$ cat config.mk
export PLATFORM = sky130hd
export DESIGN_NAME = move_player_flat
export DESIGN_NICKNAME = d
export VERILOG_FILES = /design/src/rtl/rbot_pkg.sv /design/src/rtl/move_player_if.sv /design/src/rtl/move_player_timer.sv /design/src/rtl/move_player.sv /design/src/flat_wrapper.sv
export SDC_FILE = /design/constraint.sdc
export NUM_CORES = 1
export LEC_CHECK = 0
export BUFFER_PORTS_ARGS = -buffer_cell sky130_fd_sc_hd__buf_2
export CAP_MARGIN = 20
export CORE_MARGIN = 1.5
export CORE_UTILIZATION = 36
export DETAILED_ROUTE_END_ITERATION = 8
export PLACE_DENSITY = 0.55
export SLEW_MARGIN = 0
export SYNTH_ARGS = -nofsm -noshare
export SYNTH_HDL_FRONTEND = slang
export SYNTH_HIERARCHICAL = 1
export SYNTH_SLANG_ARGS = --single-unit
$ cat constraint.sdc
create_clock -name clock -period 8.05 [get_ports clock]
set_input_delay 0.4025 -clock clock [delete_from_list [all_inputs] [get_ports clock]]
set_output_delay 0.4025 -clock clock [all_outputs]
set_load 0.01 [all_outputs]
$ cat src/rtl/rbot_pkg.sv
// Shared cube-robot definitions: move codes, face indices and the move_player state encoding.
package rbot_pkg;

    localparam logic [3:0] MOVE_R  = 4'd2;
    localparam logic [3:0] MOVE_RI = 4'd3;
    localparam logic [3:0] MOVE_U  = 4'd4;
    localparam logic [3:0] MOVE_UI = 4'd5;
    localparam logic [3:0] MOVE_F  = 4'd6;
    localparam logic [3:0] MOVE_FI = 4'd7;
    localparam logic [3:0] MOVE_L  = 4'd8;
    localparam logic [3:0] MOVE_LI = 4'd9;
    localparam logic [3:0] MOVE_B  = 4'd10;
    localparam logic [3:0] MOVE_BI = 4'd11;
    localparam logic [3:0] MOVE_D  = 4'd12;
    localparam logic [3:0] MOVE_DI = 4'd13;

    localparam logic [3:0] MOVE_MIN = MOVE_R;
    localparam logic [3:0] MOVE_MAX = MOVE_DI;

    localparam int FACE_U = 0;
    localparam int FACE_R = 1;
    localparam int FACE_F = 2;
    localparam int FACE_D = 3;
    localparam int FACE_L = 4;
    localparam int FACE_B = 5;

    typedef enum logic [2:0] {
        IDLE,
        LOADED,
        FETCH,
        ISSUE,
        WAIT_DONE,
        GAP,
        PAUSE,
        DONE
    } player_state_t;

endpackage

$ cat src/rtl/move_player_if.sv
// Issue/acknowledge handshake between move_player (master) and the stepper driver (slave).
interface move_player_if #(
    parameter int MOVE_W = 4
);
    logic              move_start;
    logic [MOVE_W-1:0] next_move;
    logic              move_done;

    modport master (
        output move_start,
        output next_move,
        input  move_done
    );

    modport slave (
        input  move_start,
        input  next_move,
        output move_done
    );
endinterface

$ cat src/rtl/move_player_timer.sv
// move_timer: saturating down-counter reloaded with MAX_VAL; expired while the count sits at zero.
module move_timer #(
    parameter int MAX_VAL = 4
) (
    input  logic clock,
    input  logic reset_n,
    input  logic load,
    input  logic enable,
    output logic expired
);

    localparam int CNT_BITS = $clog2(MAX_VAL) + 1;

    logic [CNT_BITS-1:0] count_q;

    always_ff @(posedge clock or negedge reset_n) begin
        if (!reset_n) begin
            count_q <= '0;
        end else if (load) begin
            count_q <= CNT_BITS'(MAX_VAL);
        end else if (enable && (count_q != '0)) begin
            count_q <= count_q - 1'b1;
        end
    end

    assign expired = (count_q == '0);

endmodule

$ cat src/rtl/move_player.sv
// Move playback engine: walks a latched move list and hands each valid code to the stepper driver.
module move_player
    import rbot_pkg::*;
#(
    parameter int MAX_MOVES      = 50,
    parameter int MOVE_W         = 4,
    parameter int CNT_W          = 8,
    parameter int GAP_CYCLES     = 250000,
    parameter int TIMEOUT_CYCLES = 50000000
) (
    input  logic                        clock,
    input  logic                        reset_n,
    input  logic [MAX_MOVES*MOVE_W-1:0] seq_in,
    input  logic [CNT_W-1:0]            num_moves,
    input  logic                        load,
    input  logic                        go,
    input  logic                        step_mode,
    input  logic                        step_req,
    input  logic                        abort,
    move_player_if.master               drv,
    output logic [CNT_W-1:0]            curr_step,
    output logic [CNT_W-1:0]            skip_count,
    output logic                        busy,
    output logic                        done,
    output logic                        error,
    output logic                        aborted
);

    localparam int IDX_W = (MAX_MOVES > 1) ? $clog2(MAX_MOVES) : 1;

    player_state_t state_q, state_d;

    logic [MOVE_W-1:0] seq_mem [MAX_MOVES];
    logic [CNT_W-1:0]  length_q;
    logic [MOVE_W-1:0] next_move_q;
    logic              step_mode_q;
    logic              abort_pending_q;
    logic              done_q1, done_q2;

    logic [MOVE_W-1:0] fetch_code;
    logic              fetch_valid;
    logic              at_end;
    logic              ack_rise;
    logic              pend_now;
    logic              load_accept;
    logic              set_aborted;
    logic              move_start_c;
    logic              gap_load, gap_en, gap_expired;
    logic              tmo_load, tmo_en, tmo_expired;

    assign fetch_code  = seq_mem[IDX_W'(curr_step)];
    assign fetch_valid = (fetch_code >= MOVE_W'(MOVE_MIN)) && (fetch_code <= MOVE_W'(MOVE_MAX));
    assign at_end      = (curr_step == length_q);
    assign ack_rise    = done_q1 & ~done_q2;
    assign pend_now    = abort_pending_q | abort;

    move_timer #(.MAX_VAL(GAP_CYCLES)) u_gap_timer (
        .clock   (clock),
        .reset_n (reset_n),
        .load    (gap_load),
        .enable  (gap_en),
        .expired (gap_expired)
    );

    move_timer #(.MAX_VAL(TIMEOUT_CYCLES)) u_timeout_timer (
        .clock   (clock),
        .reset_n (reset_n),
        .load    (tmo_load),
        .enable  (tmo_en),
        .expired (tmo_expired)
    );

    always_ff @(posedge clock or negedge reset_n) begin
        if (!reset_n) begin
            state_q <= IDLE;
        end else begin
            state_q <= state_d;
        end
    end

    always_comb begin
        state_d = state_q;
        case (state_q)
            IDLE: begin
                if (load) state_d = LOADED;
            end
            LOADED: begin
                if (abort)   state_d = DONE;
                else if (go) state_d = step_mode ? PAUSE : FETCH;
            end
            FETCH: begin
                if (abort || at_end) state_d = DONE;
                else if (fetch_valid) state_d = ISSUE;
            end
            ISSUE: begin
                state_d = WAIT_DONE;
            end
            WAIT_DONE: begin
                if (ack_rise)         state_d = GAP;
                else if (tmo_expired) state_d = DONE;
            end
            GAP: begin
                if (gap_expired) begin
                    if (pend_now)         state_d = DONE;
                    else if (step_mode_q) state_d = PAUSE;
                    else                  state_d = FETCH;
                end
            end
            PAUSE: begin
                if (abort || at_end) state_d = DONE;
                else if (step_req)   state_d = FETCH;
            end
            DONE: begin
                if (load) state_d = LOADED;
            end
            default: state_d = IDLE;
        endcase
    end

    always_comb begin
        move_start_c = (state_q == ISSUE);
        busy         = !(state_q inside {IDLE, LOADED, DONE});
        done         = (state_q == DONE);
        load_accept  = load && (state_q inside {IDLE, DONE});
        gap_load     = (state_q == WAIT_DONE) && ack_rise;
        gap_en       = (state_q == GAP);
        tmo_load     = (state_q == ISSUE);
        tmo_en       = (state_q == WAIT_DONE);
        set_aborted  = (abort && (state_q inside {LOADED, FETCH, PAUSE})) ||
                       (pend_now && (state_d == DONE) && (state_q inside {WAIT_DONE, GAP}));
    end

    // The move list has no reset: it is only read after a load has filled it.
    always_ff @(posedge clock) begin
        if (load_accept) begin
            for (int i = 0; i < MAX_MOVES; i++) begin
                seq_mem[i] <= seq_in[i*MOVE_W +: MOVE_W];
            end
        end
    end

    always_ff @(posedge clock or negedge reset_n) begin
        if (!reset_n) begin
            length_q        <= '0;
            curr_step       <= '0;
            skip_count      <= '0;
            error           <= 1'b0;
            aborted         <= 1'b0;
            abort_pending_q <= 1'b0;
            step_mode_q     <= 1'b0;
            next_move_q     <= '0;
            done_q1         <= 1'b0;
            done_q2         <= 1'b0;
        end else begin
            done_q1 <= drv.move_done;
            done_q2 <= done_q1;

            if (load_accept) begin
                length_q        <= (num_moves > CNT_W'(MAX_MOVES)) ? CNT_W'(MAX_MOVES) : num_moves;
                curr_step       <= '0;
                skip_count      <= '0;
                error           <= 1'b0;
                aborted         <= 1'b0;
                abort_pending_q <= 1'b0;
            end

            if ((state_q == LOADED) && go) begin
                step_mode_q <= step_mode;
            end

            if ((state_q == FETCH) && !abort && !at_end) begin
                if (fetch_valid) begin
                    next_move_q <= fetch_code;
                end else begin
                    curr_step <= curr_step + 1'b1;
                    if (skip_count != '1) skip_count <= skip_count + 1'b1;
                end
            end

            // Advance only on an acknowledge; a timeout leaves the index on the failed move.
            if (state_q == WAIT_DONE) begin
                if (ack_rise)         curr_step <= curr_step + 1'b1;
                else if (tmo_expired) error     <= 1'b1;
            end

            if (abort && (state_q inside {ISSUE, WAIT_DONE, GAP})) begin
                abort_pending_q <= 1'b1;
            end

            if (set_aborted) begin
                aborted <= 1'b1;
            end
        end
    end

    assign drv.move_start = move_start_c;
    assign drv.next_move  = next_move_q;

endmodule
$ cat src/flat_wrapper.sv
// flat-port wrapper written by rule: the top's interface ports become plain ports
module move_player_flat import rbot_pkg::*;
#(
    parameter int MAX_MOVES      = 50,
    parameter int MOVE_W         = 4,
    parameter int CNT_W          = 8,
    parameter int GAP_CYCLES     = 250000,
    parameter int TIMEOUT_CYCLES = 50000000
)
  (clock, reset_n, seq_in, num_moves, load, go, step_mode, step_req, abort, curr_step, skip_count, busy, done, error, aborted, drv_move_start, drv_next_move, drv_move_done);
  move_player_if #(.MOVE_W(MOVE_W)) drv_i ();
  input  logic clock;
  input  logic reset_n;
  input  logic [MAX_MOVES*MOVE_W-1:0] seq_in;
  input  logic [CNT_W-1:0] num_moves;
  input  logic load;
  input  logic go;
  input  logic step_mode;
  input  logic step_req;
  input  logic abort;
  output logic [CNT_W-1:0] curr_step;
  output logic [CNT_W-1:0] skip_count;
  output logic busy;
  output logic done;
  output logic error;
  output logic aborted;
  output wire logic [$bits(drv_i.move_start)-1:0] drv_move_start;
  output wire logic [$bits(drv_i.next_move)-1:0] drv_next_move;
  input wire logic [$bits(drv_i.move_done)-1:0] drv_move_done;
  assign drv_move_start = drv_i.move_start;
  assign drv_next_move = drv_i.next_move;
  assign drv_i.move_done = drv_move_done;
  move_player #(.MAX_MOVES(MAX_MOVES), .MOVE_W(MOVE_W), .CNT_W(CNT_W), .GAP_CYCLES(GAP_CYCLES), .TIMEOUT_CYCLES(TIMEOUT_CYCLES)) u_core (.clock(clock), .reset_n(reset_n), .seq_in(seq_in), .num_moves(num_moves), .load(load), .go(go), .step_mode(step_mode), .step_req(step_req), .abort(abort), .drv(drv_i), .curr_step(curr_step), .skip_count(skip_count), .busy(busy), .done(done), .error(error), .aborted(aborted));
endmodule
* Yosys cells after proc, flatten, opt, wreduce, memory -nomap -nowiden *
Memories as Yosys holds them, arrays and structs flattened.
Cells that the tools add are included.
Widths: inputs -> output; s select.

word-level totals
  bits in registers = 83
  bits in writable memories = 200
  output and inout bits = 25
  memories kept = 1

cells by class
  $add $sub $neg = 4
  order comparisons = 3
  eq/ne operators = 10
  multiplexer cells = 37
  bitwise operators = 3
  reductions and logical operators = 33

memory list
  name            words  width  read ports  clocked after Yosys merged registers in  wr ports  RTL line           text
  u_core.seq_mem  50     4      1           0                                        50        move_player.sv:33  logic [MOVE_W-1:0] seq_mem [MAX_MOVES];

operators by type and width
  operator               number
  $mux 8                 10
  $mux 27                2
  $mux 3                 13
  $mux 19                2
  $logic_not 27->1       1
  $reduce_bool 27->1     1
  $sub 27x1->27 const B  1
  $pmux 3 s7             1
  $logic_not 19->1       1
  $reduce_bool 19->1     1
  $sub 19x1->19 const B  1
  $add 8x1->8 const B    2
  $eq 3x3->1 const B     5
  $logic_and 1x1->1      12
  $reduce_bool 2->1      6
  $mux 1                 9
  $reduce_bool 3->1      3
  $eq 8x8->1             1
  $gt 8x6->1 const B     1
  $ne 8x8->1 const B     1
  $eq 3x2->1 const B     2
  $ge 4x2->1 const B     1
  $le 4x4->1 const B     1
  $eq 3x1->1 const B     1
  8 further kinds        11

* Longest topological paths before layout *
Gate-level depths: netlist of the first run.
An unclocked memory read counts as a cell.

  word-level depth = 11
  depth in mapped cells = 13
  depth with buffers taken out = 9

* Cells and area by module *
Netlist of the first run, hierarchy kept.

modules (own cells, without submodules)
  module                               times used  cells each  area an instance (um2)  sequential area each (um2)
  move_player                          1           608         9,912.0                 6,931.6
  move_timer (u_core.u_timeout_timer)  1           154         1,505.2                 675.6
  move_timer (u_core.u_gap_timer)      1           102         1,013.5                 475.5

* Least setup slack after synthesis of the first run *
OpenSTA, ideal clock, no wires.

  kind = flip-flop to flip-flop
  from = register u_core.state_q[0]
  to = register u_core.skip_count[5]
  library setup time = 0.120 ns
  arrival time = 5.852 ns
  setup slack = 2.078 ns
  cell stages (with the launch flop) = 10
  buffers on the path = 1
  period minus slack after synthesis = 5.972 ns
  cell sequence = dfrtp_1 > clkbuf_1 > nand2_1 > nor2_1 > o21ai_1 > inv_1 > nor2_1 > nor2_1 > a21oi_1 > a31o_2

on the way
  longest elaborated chain between the ends = 7
  elaborated cells between the ends (all ways) = 11
  classes of those cells = eq/ne: 2; mux: 4; reduce/logical: 5

RTL lines
  what                      RTL line            text
  start: declaration        move_player.sv:31   player_state_t state_q, state_d;
  start signal: assignment  move_player.sv:77   state_q <= state_d;
  $eq 3x3->1 (*)            --
  net done                  flat_wrapper.sv:24  output logic done;
  $reduce_bool 2->1 (*)     move_player.sv:124  load_accept = load && (state_q inside {IDLE, DONE});
  $logic_and 1x1->1 (*)     move_player.sv:124
  net u_core.load_accept    move_player.sv:45   logic load_accept;
  $mux 8 (*)                move_player.sv:158  if (load_accept) begin
  $mux 8                    move_player.sv:176  if (skip_count != '1) skip_count <= skip_count + 1'b1;
  $mux 8                    move_player.sv:172  if (fetch_valid) begin
  $mux 8 (*)                move_player.sv:171  if ((state_q == FETCH) && !abort && !at_end) begin
  end signal: assignment    move_player.sv:176
  end: declaration          move_player.sv:22   output logic [CNT_W-1:0] skip_count,

Mark *: on every way through the listed nets, which the timed path passes. The rest lies on a longest branch.
A chain may end at the register's enable or synchronous reset.

* Final worst setup path of the first run *
  from = register u_core.curr_step[0]
  to = register u_core.curr_step[3]

on the way
  longest elaborated chain between the ends = 7
  elaborated cells between the ends (all ways) = 12
  classes of those cells = add/sub: 1; order compare: 2; eq/ne: 1; mux: 4; reduce/logical: 3; memory: 1

RTL lines
  what                                      RTL line            text
  start: declaration                        move_player.sv:21   output logic [CNT_W-1:0] curr_step,
  start signal: assignment                  move_player.sv:175  curr_step <= curr_step + 1'b1;
  start signal: assignment                  move_player.sv:182  if (ack_rise) curr_step <= curr_step + 1'b1;
  $mem_v2 50x4                              --
  $ge 4x2->1 or $le 4x4->1 (tied branches)  move_player.sv:52   assign fetch_valid = (fetch_code >= MOVE_W'(MOVE_MIN)) && (fetch_code <= MOVE_W'(MOVE_MAX));
  $logic_and 1x1->1                         move_player.sv:52
  $mux 8                                    move_player.sv:172
  $mux 8                                    move_player.sv:171
  $mux 8                                    move_player.sv:182
  $mux 8 (*)                                move_player.sv:181  if (state_q == WAIT_DONE) begin

Every way passes the cells marked *; elsewhere a longest branch is shown, timed or not.

==> results by group, run 1 <==
Outcome
  – Status: complete, no violations

Final layout
  – Synthesis-to-finish area growth: 24.5%
  – Layout cells sized above 1: 30.8%
  – Fillers: 3033
  – Final #Nets: 1366
  – Final core occ: 45.8%

Logic synthesis
  – Synth Net Count: 1084
  – Most used DFF post-synth: edfxtp_1
  – Synth unique cells: 75
  – Syn Area/Cell: 14.4 um2
  – Post-Syn Area: 0.0124 mm2
  – Mapped Cells: 864
  – EDFF count, synth: 200
  – Async S/R FF share, synth: 29.3%
  – Post-synthesis register bit count: 283
  – Synth Warn #: 6
  – Post-synthesis sequential area ratio: 65.0%

Critical path
  – Setup CP Type: flip-flop to flip-flop
  – Critical Path End: u_core/curr_step[3]
  – Crit Reg-Reg Endpoint: u_core/curr_step[3]
  – Startpoint types: flip-flop
  – CP max FO: 53
  – Worst R2R Path Depth: 9
  – Worst R2R Setup Slack: 4010 ps
  – CP Capture Type: flip-flop
  – Crit path from: u_core/curr_step[0]
  – Worst Path Arrival: 4490 ps
  – CP Data Required Time: 8500 ps
  – R2R Path Start: u_core/curr_step[0]

Floorplan
  – Die area: 0.0357 mm2
  – Initial core utilization: 36.8%
  – Die height: 189 um
  – Core Area: 0.0338 mm2
  – FP Rows: 67
  – Io pins: 241
  – Die width: 189 um

Run
  – Maxcap violations: 0

Route
  – Average wire per standard cell: 18.9 um
  – Drt initial violations: 435
  – DRT antenna net count: 0
  – Avg Vias per Cell: 5.12
  – Drt first pass iters: 4
  – DR DRC count: 0
  – Routed WL: 30.7 mm
  – Via count: 8312

Timing
  – RSZ-0062 raised after global routing: false
  – Clock skew: 10.2 ps
  – Worst-margin pin slew: 978 ps
  – Hold_ws: 17.1 ps
  – Max frequency: 247 MHz
  – Final Critical Period: 4040 ps
  – Final count of hold timing violations: 0
  – Period utilisation layout: 50.2%
  – Max-slew violation count: 0
  – Setup TNS Final: 0 ps
  – Worst slew margin: 34.8%
  – Setup violations, final: 0

CTS
  – Worst skew pair latency: 550 ps
  – CTS tree: built
  – Max Root-Sink Buffers: 3
  – TritonCTS buffer count: 31
  – Clk slew on worst S/H paths: 60 ps
  – Max H-tree Level: 1
  – Clock root buffer master: clkbuf_16
  – Clock Sinks: 283

GRT
  – First-pass GRT wire length: 47.5 mm
  – Largest net degree at the start of global routing: 117
  – Grt total ovfl: 0
  – Vias in the first global route: 8474
  – Initial antenna violation count: 9
  – GRT Util Overall: 17.2%

Placement
  – Input/output buffers: 240
  – Dpl hpwl: 21.6 mm
  – Final GP Congestion: 0.795

Power
  – Power per cell area: 314 mW/mm2
  – Worst VDD drop: 187 uV
  – Leak: 5.84 nW

Min path
  – Hold Crit Class: input pin to flip-flop
[worst min path at each step]
stage,from,endpoint,depth (start not counted),slack (ps)
after floorplan,reset_n,u_core/abort_pending_q,0,110
after global placement,u_core/done_q1,u_core/done_q2,0,380
after detailed placement,u_core/done_q1,u_core/done_q2,0,370
after CTS,seq_in[137],u_core/seq_mem[34][1],1,0.04
after global routing,seq_in[156],u_core/seq_mem[39][0],1,1
final,seq_in[112],u_core/seq_mem[28][0],1,20
[power by group]
part	switching (mW)	internal (mW)	total, mW
Combinational	0.641	0.529	1.17
Sequential	0.264	1.96	2.22
Clock	0.573	0.897	1.47
Total	1.48	3.38	4.86
[layout make-up]
class	count	area, um2	area share (%)
multi-input combinational	523	4010	25.9
clock buffer	38	802	5.18
inverter	19	78.8	0.509
clock inverter	19	251	1.63
sequential	283	8090	52.3
timing repair buffer	288	1680	10.8
antenna	4	10.0	0.0647
tap	448	561	3.62
[worst max-delay path, stage by stage, from the launching register on]
cell	delay [ps]
dfrtp_4	570
buf_4	700
mux4_1	640
o22ai_1	210
nand2_1	70
a32oi_1	370
nand3_1	220
a21bo_2	400
mux2_1	360
a2111oi_2	330
[routing by layer]
layer  vias up  global-route usage [%]  wire length [um]
met5         -                       0                57
met1      4058                    23.4             13700
met4         8                    3.91               610
met3        53                    3.41              1800
li1       3937                       -                 -
met2       256                    28.4             14500
[cell usage after synthesis, drive strengths merged, types with 5 or more instances]
master | instances | area (um2)
edfxtp | 200 | 6010
dfrtp | 83 | 2080
nor2 | 56 | 210
nand2 | 54 | 203
mux2i | 48 | 480
mux4 | 34 | 769
a21oi | 30 | 150
o21ai | 28 | 155
nand3 | 27 | 135
buf | 23 | 215
inv | 18 | 67.6
or4 | 18 | 146
xor2 | 17 | 149
clkbuf | 16 | 60.1
nor2b | 16 | 100
nor4 | 16 | 100
or3 | 16 | 105
o211ai | 12 | 114
a22oi | 11 | 82.6
nor3 | 11 | 60.1
or2 | 9 | 56.3
xnor2 | 9 | 78.8
o22ai | 8 | 50.1
nand2b | 7 | 43.8
a31oi | 6 | 37.5
and2 | 6 | 37.5
mux2 | 6 | 67.6
nand4 | 5 | 31.3
o31ai | 5 | 37.5
[placed cells by master (no fill, tap or decap), types with 10 or more instances in the layout]
master	Yosys	routed
edfxtp_1	200	200
buf_2	6	240
or3_1	15	15
nand3_1	27	27
xor2_1	17	17
dlygate4sd3_1	0	38
nor2b_1	16	16
clkbuf_16	0	31
nand2_1	54	54
a21oi_1	30	30
a22oi_1	11	11
o21ai_0	24	24
dfrtp_1	83	81
mux4_2	33	33
mux2i_1	48	48
inv_1	18	17
nor2_1	56	56
nor4_1	16	16
nor3_1	10	10
or4_1	15	15
[kinds of logic after synthesis]
logic type | count (synthesis) | share of synthesized area (%)
mux | 88 | 10.6
compound gates | 143 | 8.12
xor+xnor | 26 | 1.83
flops | 283 | 65.0
fa+ha+maj | 4 | 0.403
buf+inv | 58 | 2.79
simple gates | 262 | 11.2
[flip-flops by register name, indices dropped and copies added, names as in the netlist]
register                        flops
u_core/abort_pending_q              1
u_core/aborted                      1
u_core/curr_step                    8
u_core/done_q1                      1
u_core/done_q2                      1
u_core/drv.next_move                4
u_core/error                        1
u_core/length_q                     8
u_core/seq_mem                    200
u_core/skip_count                   8
u_core/state_q                      3
u_core/step_mode_q                  1
u_core/u_gap_timer/count_q         19
u_core/u_timeout_timer/count_q     27
[repair_timing]
action / in CTS / in global routing
buffers inserted: 0 / 0
setup endpoints to repair: 0 / 0
endpoints found under the hold margin: 72 / 0
resized for setup: 0 / 0
hold buffers: 38 / 0
[through the flow]
step           area (um2)  power, mW  worst slack (ps)  cells
6_report            15500       4.86              4010   1622
5_1_grt             15500       5.13              3660   1622
4_1_cts             15400       4.91              3940   1616
3_5_place_dp        14000       3.41              3960   1521
3_3_place_gp        14000       3.39              4030   1521
2_1_floorplan       12400       3.10              2080    864
(Power assumes the default switching activity.)
==> inputs of run 2 (changes only) <==
--- a/config.mk
+++ b/config.mk
@@ -10,7 +10,7 @@
 export CORE_MARGIN = 1.5
 export CORE_UTILIZATION = 36
 export DETAILED_ROUTE_END_ITERATION = 8
-export PLACE_DENSITY = 0.55
+export PLACE_DENSITY = 0.57
 export SLEW_MARGIN = 0
 export SYNTH_ARGS = -nofsm -noshare
 export SYNTH_HDL_FRONTEND = slang
==> constraint.sdc (replaced) <==
create_clock -name clock -period 3.5 [get_ports clock]
set_input_delay 0.175 -clock clock [delete_from_list [all_inputs] [get_ports clock]]
set_output_delay 0.175 -clock clock [all_outputs]
set_load 0.01 [all_outputs]
==> run 2 against run 1 <==
Register-to-register slack got worse by 3700 ps; highest routed layer is now met4; maximum frequency increased by 27%; combinational power increased to 2.7 times the previous value; largest power group unchanged; utilization increased by 5.7 points.
==> results by group, run 2 (same netlist as run 1, synthesis figures left out) <==
Outcome
  – Status: complete, no violations

Min path
  – Hold Crit Class: input pin to flip-flop
  – Hold Crit Start: load
  – WHS Path Cells: 4 (+3)
  – Min-Delay Endpoint: u_core/abort_pending_q

Floorplan
  – Io pins: 241 (unchanged)
  – Die area: 0.0357 mm2 (unchanged)
  – Initial core utilization: 36.8% (unchanged)
  – FP Rows: 67 (unchanged)
  – Die height: 189 um (unchanged)
  – Die width: 189 um (unchanged)
  – Core Area: 0.0338 mm2 (unchanged)

Final layout
  – Final #Nets: 1562 (+14%)
  – Layout cells sized above 1: 27.7% (-3.0 points)
  – Final Non-Filler Cells: 1817 (+12%)
  – Synthesis-to-finish area growth: 39.9%
  – Largest registers: u_core/seq_mem (200), u_core/u_timeout_timer/count_q (27), u_core/u_gap_timer/count_q (19)
  – Max reg flops: 200 (unchanged)
  – Largest reg by FF count: u_core/seq_mem
  – Most frequent cells in the layout: 239 x buf_2, 217 x dlygate4sd3_1, 200 x edfxtp_1, 81 x dfrtp_1, 55 x nor2_1
  – Commonest non-fill, non-tap cell in the layout: buf_2

Critical path
  – Crit Reg-Reg Endpoint: u_core/skip_count[2]
  – CP max FO: 13 (-75%)
  – Worst R2R Path Depth: 11 (+2)
  – CP Capture Type: flip-flop
  – Crit-path cells: buf_4 -> and2_1 -> a22oi_1 -> a21oi_1 -> a31oi_1 -> nand4_1 -> or3_4 -> a21bo_2 -> buf_4 -> nor3b_1 -> mux2i_1
  – Startpoint types: flip-flop
  – Most frequent CP cell: buf_4
  – Setup CP Type: flip-flop to flip-flop
  – Max incr delay on CP: 590 ps (-110 ps)
  – Crit path from: u_core/curr_step[3]
  – CP Data Required Time: 3990 ps (-4510 ps)
  – R2R Path Start: u_core/curr_step[3]
  – Worst Path Arrival: 3670 ps (-820 ps)
  – Highest-delay cell along the critical path: dfrtp_1
  – Worst R2R Setup Slack: 330 ps (-3680 ps)

Route
  – Drt first pass iters: 7 (+3)
  – DRT antenna net count: 0 (unchanged)
  – Via count: 9071 (+9.1%)
  – Average wire per standard cell: 18.5 um (-1.9%)
  – DR DRC count: 0 (unchanged)
  – Routed WL: 33.7 mm (+9.9%)
  – Drt initial violations: 578 (+33%)
  – Avg Vias per Cell: 4.99 (-2.6%)

Placement
  – Input/output buffers: 240 (unchanged)
  – Dpl hpwl: 22.2 mm (+2.6%)
  – Placed insts: 1540 (+1.2%)
  – Final GP Congestion: 0.799 (+0.43%)
  – DP Worst Slack: 350 ps (-3610 ps)

GRT
  – Vias in the first global route: 9308 (+9.8%)
  – First-pass GRT wire length: 51.9 mm (+9.2%)
  – GRT Util Overall: 18.7% (+1.5 points)
  – Initial antenna violation count: 1 (-8)
  – Largest net degree at the start of global routing: 115 (-1.7%)
  – Grt total ovfl: 0 (unchanged)

Power
  – Switch share: 31.2% (+0.77 points)
  – Sw Pwr: 3.54 mW (+140%)
  – Internal Power: 7.81 mW (+130%)
  – Clock share of power: 28.2% (-2.0 points)
  – Combinational fraction of design power: 27.7% (+3.6 points)
  – Seq pwr share: 44.1% (-1.6 points)
  – Leak: 6.66 nW (+14%)
  – Worst VDD drop: 469 uV (+150%)
  – Power per cell area: 652 mW/mm2 (+110%)

Timing
  – Worst-margin pin slew: 894 ps (-84.2 ps)
  – Final count of hold timing violations: 0 (unchanged)
  – RSZ-0062 raised after global routing: false
  – Final Critical Period: 3170 ps (-867 ps)
  – Max frequency: 315 MHz (+27%)
  – Period utilisation layout: 90.7% (+40 points)
  – Setup TNS Final: 0 ps (unchanged)
  – Setup violations, final: 0 (unchanged)
  – Clock skew: 20.3 ps (+10.2 ps)
  – Max-slew violation count: 0 (unchanged)
  – Final Worst Setup Slack: 326 ps (-3680 ps)
  – Worst slew margin: 40.4% (+5.6 points)

Run
  – Maxcap violations: 0 (unchanged)

CTS
  – Clock Sinks: 283 (unchanged)
  – Max Root-Sink Buffers: 3 (unchanged)
  – Max H-tree Level: 1 (unchanged)
  – Clock root buffer master: clkbuf_16
  – CTS tree: built
  – Worst skew pair latency: 580 ps (+30 ps)
  – TritonCTS buffer count: 31 (unchanged)
  – Cts repair resizes: 0 (unchanged)
  – Clk slew on worst S/H paths: 60 ps (about the same)
## run 2: changes by cell type in the layout (fill, tap and decap cells not counted), sizes merged
cell / previous run / this run
inv: 20 / 19
bufinv: 6 / 3
diode: 4 / 3
clkbuf: 38 / 36
clkinvlp: 2 / 3
dlygate4sd3: 38 / 217
clkinv: 10 / 15
buf: 250 / 267
## run 2: critical path, delay by kind of cell (launching register included)
kind                   cells  cell delay, ps
buffers and inverters      2             440
AO/OA/AOI/OAI              4             730
AND/OR/NAND/NOR            4            1110
flip-flops                 1             590
multiplexers               1             240
## run 2: layout make-up
class	instances	area (um2)
fillers	2816	16400
flip-flops and latches	283	8090
multi-input cells	523	4020
repair buffers	484	3650
clock buffers	36	795
well taps	448	561
clock inverters	21	195
inverters	19	75.1
diodes	3	7.51
## run 2: per-stage QoR
stage	utilization [%]	hold slack, ps	cell area, um2	power, mW
global route	51.5	89.3	17400	11.9
floorplan	-	-121	12500	7.11
detailed placement	42.1	285	14200	8.00
global placement	42.1	291	14200	7.96
CTS	51.5	28.0	17400	11.5
finish	51.5	62.4	17400	11.3
## run 2: worst max-delay path by stage
stage                     slack [ps]  depth (start not counted)              endpoint
final                            330                         11  u_core/skip_count[2]
after detailed placement         350                         10  u_core/skip_count[2]
after global placement           400                         10  u_core/skip_count[6]
after floorplan                 -860                          8   u_core/curr_step[2]
after global routing              60                         11  u_core/skip_count[2]
after CTS                        340                         10  u_core/skip_count[2]
## run 2: layer usage
layer  vias to the layer above  part of all wire [%]  GRT usage, %
met1                      4430                    43          24.3
met3                        55                   4.6          3.02
met5                         -                     0             0
li1                       4320                     -             -
met4                         0                   2.8          5.53
met2                       266                    50          32.3
## run 2: timing repair
item	in CTS	in global routing
hold endpoints to repair	275	0
setup endpoints to repair	0	0
setup buffers	0	0
hold buffers	217	0
## run 2: power by group through the flow
stage | sequential [mW] | combinational, mW | clock [mW]
CTS | 5.00 | 3.17 | 3.29
global placement | 5.05 | 2.91 | 0
global route | 5.10 | 3.45 | 3.40
floorplan | 4.95 | 2.16 | 0
detailed placement | 5.06 | 2.94 | 0
finish | 5.00 | 3.15 | 3.20
==> inputs of run 3 (changes only) <==
--- a/config.mk
+++ b/config.mk
@@ -10,6 +10,7 @@
 export CORE_MARGIN = 1.5
 export CORE_UTILIZATION = 36
 export DETAILED_ROUTE_END_ITERATION = 8
+export MAX_ROUTING_LAYER = met4
 export PLACE_DENSITY = 0.57
 export SLEW_MARGIN = 0
 export SYNTH_ARGS = -nofsm -noshare
==> run 3 against run 2 <==
Highest routed layer unchanged; setup slack better by 33 ps; critical path type unchanged; non-clock buffer count unchanged; largest cell class unchanged; global-route usage up 0.58 points.
==> results by group, run 3 (same netlist as run 1, synthesis figures left out) <==
CTS
  – Clk slew on worst S/H paths: 60 ps (about the same)
  – Clock Sinks: 283 (unchanged)
  – Clock root buffer master: clkbuf_16
  – Worst skew pair latency: 580 ps (about the same)
  – TritonCTS buffer count: 31 (unchanged)
  – Total setup buffers inserted after CTS: 0 (unchanged)
  – Max H-tree Level: 1 (unchanged)
  – CTS tree: built
  – Max Root-Sink Buffers: 3 (unchanged)

Timing
  – Final Worst Setup Slack: 359 ps (+33.1 ps)
  – Worst-margin pin slew: 897 ps (+3.79 ps)
  – Final count of hold timing violations: 0 (unchanged)
  – Clock skew: 18.6 ps (-1.79 ps)
  – Setup violations, final: 0 (unchanged)
  – Period utilisation layout: 89.8% (-0.95 points)
  – Worst slew margin: 40.2% (-0.25 points)
  – RSZ-0062 raised after global routing: false
  – Hold_ws: 68.9 ps (+6.49 ps)
  – Max frequency: 318 MHz (+1.1%)
  – Max-slew violation count: 0 (unchanged)
  – Setup TNS Final: 0 ps (unchanged)
  – Final Critical Period: 3140 ps (-33.1 ps)

Power
  – Switch share: 31.2% (+0.036 points)
  – Combinational fraction of design power: 27.7% (about the same)
  – Sw Pwr: 3.54 mW (+0.17%)
  – Tot Pwr: 11.4 mW (about the same)
  – Worst VDD drop: 470 uV (+0.30%)
  – Clock share of power: 28.2% (about the same)
  – Internal Power: 7.81 mW (about the same)
  – Seq pwr share: 44.1% (about the same)
  – Power per cell area: 653 mW/mm2 (about the same)
  – Leak: 6.66 nW (unchanged)

Route
  – DR DRC count: 0 (unchanged)
  – Average wire per standard cell: 18.6 um (+0.27%)
  – Avg Vias per Cell: 4.98 (-0.34%)
  – Drt initial violations: 609 (+5.4%)
  – Drt first pass iters: 5 (-2)
  – DRT antenna net count: 0 (unchanged)
  – Routed WL: 33.8 mm (+0.27%)
  – Via count: 9040 (-0.34%)

Critical path
  – Highest-delay cell along the critical path: dfrtp_1
  – Crit path depth: 11 (unchanged)
  – Max incr delay on CP: 700 ps (+110 ps)
  – Most frequent CP cell: buf_4
  – Worst Path Buf+Inv: 2 (unchanged)
  – CP Data Required Time: 4000 ps (about the same)
  – CP max FO: 13 (unchanged)
  – Crit path from: u_core/curr_step[3]
  – Startpoint types: flip-flop
  – Crit Reg-Reg Endpoint: u_core/skip_count[2]
  – Largest delay share family, worst path: compound AO/OA/AOI/OAI gates
  – Setup CP Type: flip-flop to flip-flop
  – Worst R2R Path Depth: 11 (unchanged)
  – Worst R2R Setup Slack: 360 ps (+30 ps)
  – Crit-path cells: buf_4 -> nor2b_1 -> a22oi_1 -> nand2_1 -> a31oi_1 -> a32oi_1 -> nand3_1 -> a21bo_2 -> buf_4 -> nor3b_1 -> mux2i_1
  – R2R Path Start: u_core/curr_step[3]
  – Worst Path Arrival: 3640 ps (-30 ps)
  – CP Capture Type: flip-flop

Placement
  – Post-DP Area: 0.0142 mm2 (unchanged)
  – DP Worst Slack: 350 ps (unchanged)
  – Input/output buffers: 240 (unchanged)
  – Final GP Congestion: 0.810 (+1.4%)
  – Dpl hpwl: 22.2 mm (unchanged)
  – Placed insts: 1540 (unchanged)

GRT
  – Grt total ovfl: 0 (unchanged)
  – First-pass GRT wire length: 51.9 mm (about the same)
  – GRT Util Overall: 19.3% (+0.58 points)
  – Initial antenna violation count: 1 (unchanged)
  – Largest net degree at the start of global routing: 115 (unchanged)
  – Vias in the first global route: 9317 (+0.097%)

Final layout
  – Layout cells sized above 1: 27.7% (unchanged)
  – Synthesis-to-finish area growth: 39.9% (unchanged)
  – Final core occ: 51.5% (unchanged)
  – Multi-input logic area: 0.00402 mm2 (unchanged)
  – Final Non-Filler Cells: 1817 (unchanged)
  – Post-Layout Inst Area: 0.0174 mm2 (unchanged)
  – Commonest non-fill, non-tap cell in the layout: buf_2
  – Most frequent cells in the layout: 239 x buf_2, 217 x dlygate4sd3_1, 200 x edfxtp_1, 81 x dfrtp_1, 55 x nor2_1
  – Fillers: 2816 (unchanged)
  – Max reg flops: 200 (unchanged)
  – Register area: 0.00809 mm2 (unchanged)
  – Largest reg by FF count: u_core/seq_mem
  – Largest registers: u_core/seq_mem (200), u_core/u_timeout_timer/count_q (27), u_core/u_gap_timer/count_q (19)
  – Final #Nets: 1562 (unchanged)

Min path
  – WHS Path Cells: 4 (unchanged)
  – Min-Delay Endpoint: u_core/abort_pending_q
  – Hold Crit Class: input pin to flip-flop
  – Hold Crit Start: load

Floorplan
  – Die height: 189 um (unchanged)
  – Die width: 189 um (unchanged)
  – Die area: 0.0357 mm2 (unchanged)
  – FP Rows: 67 (unchanged)
  – Initial core utilization: 36.8% (unchanged)
  – Core Area: 0.0338 mm2 (unchanged)
  – Io pins: 241 (unchanged)

Outcome
  – Status: complete, no violations

Run
  – Maxcap violations: 0 (unchanged)
run 3: final cells by class:
class / instances / area share (%)
Antenna cell: 3 / 0.0432
Clock buffer: 36 / 4.57
Clock inverter: 21 / 1.12
Inverter: 19 / 0.432
Multi-Input combinational cell: 523 / 23.1
Sequential cell: 283 / 46.5
Tap cell: 448 / 3.22
Timing Repair Buffer: 484 / 21.0
run 3: tightest hold or removal path, stage by stage:
cell and delay (ps):
buf_2 180, nand2_1 80, nand2_1 60, a311oi_1 80
run 3: worst max-delay path by stage:
stage	endpoint	slack [ps]
5_1_grt	u_core/skip_count[2]	80
3_5_place_dp	u_core/skip_count[2]	350
2_1_floorplan	u_core/curr_step[2]	-860
4_1_cts	u_core/skip_count[2]	340
6_report	u_core/skip_count[2]	360
3_3_place_gp	u_core/skip_count[6]	400
run 3: power by group through the flow:
stage | clock [mW] | combinational [mW] | sequential (mW)
final | 3.20 | 3.15 | 5.00
after global routing | 3.40 | 3.45 | 5.10
after CTS | 3.29 | 3.17 | 5.00
after detailed placement | 0 | 2.94 | 5.06
after global placement | 0 | 2.91 | 5.05
after floorplan | 0 | 2.16 | 4.95
run 3: what timing repair did:
| action | 4_1_cts | 5_1_grt |
|---|---|---|
| hold buffers | 217 | 0 |
| gates resized for setup | 0 | 0 |
| hold endpoints to repair | 275 | 0 |
run 3: metal layers:
metal	wire [um]	GRT usage, %	part of all wire (%)
met5	0	-	0
met4	922	5.49	2.7
met3	1520	2.63	4.5
met2	16800	32.4	50
met1	14500	24.5	43
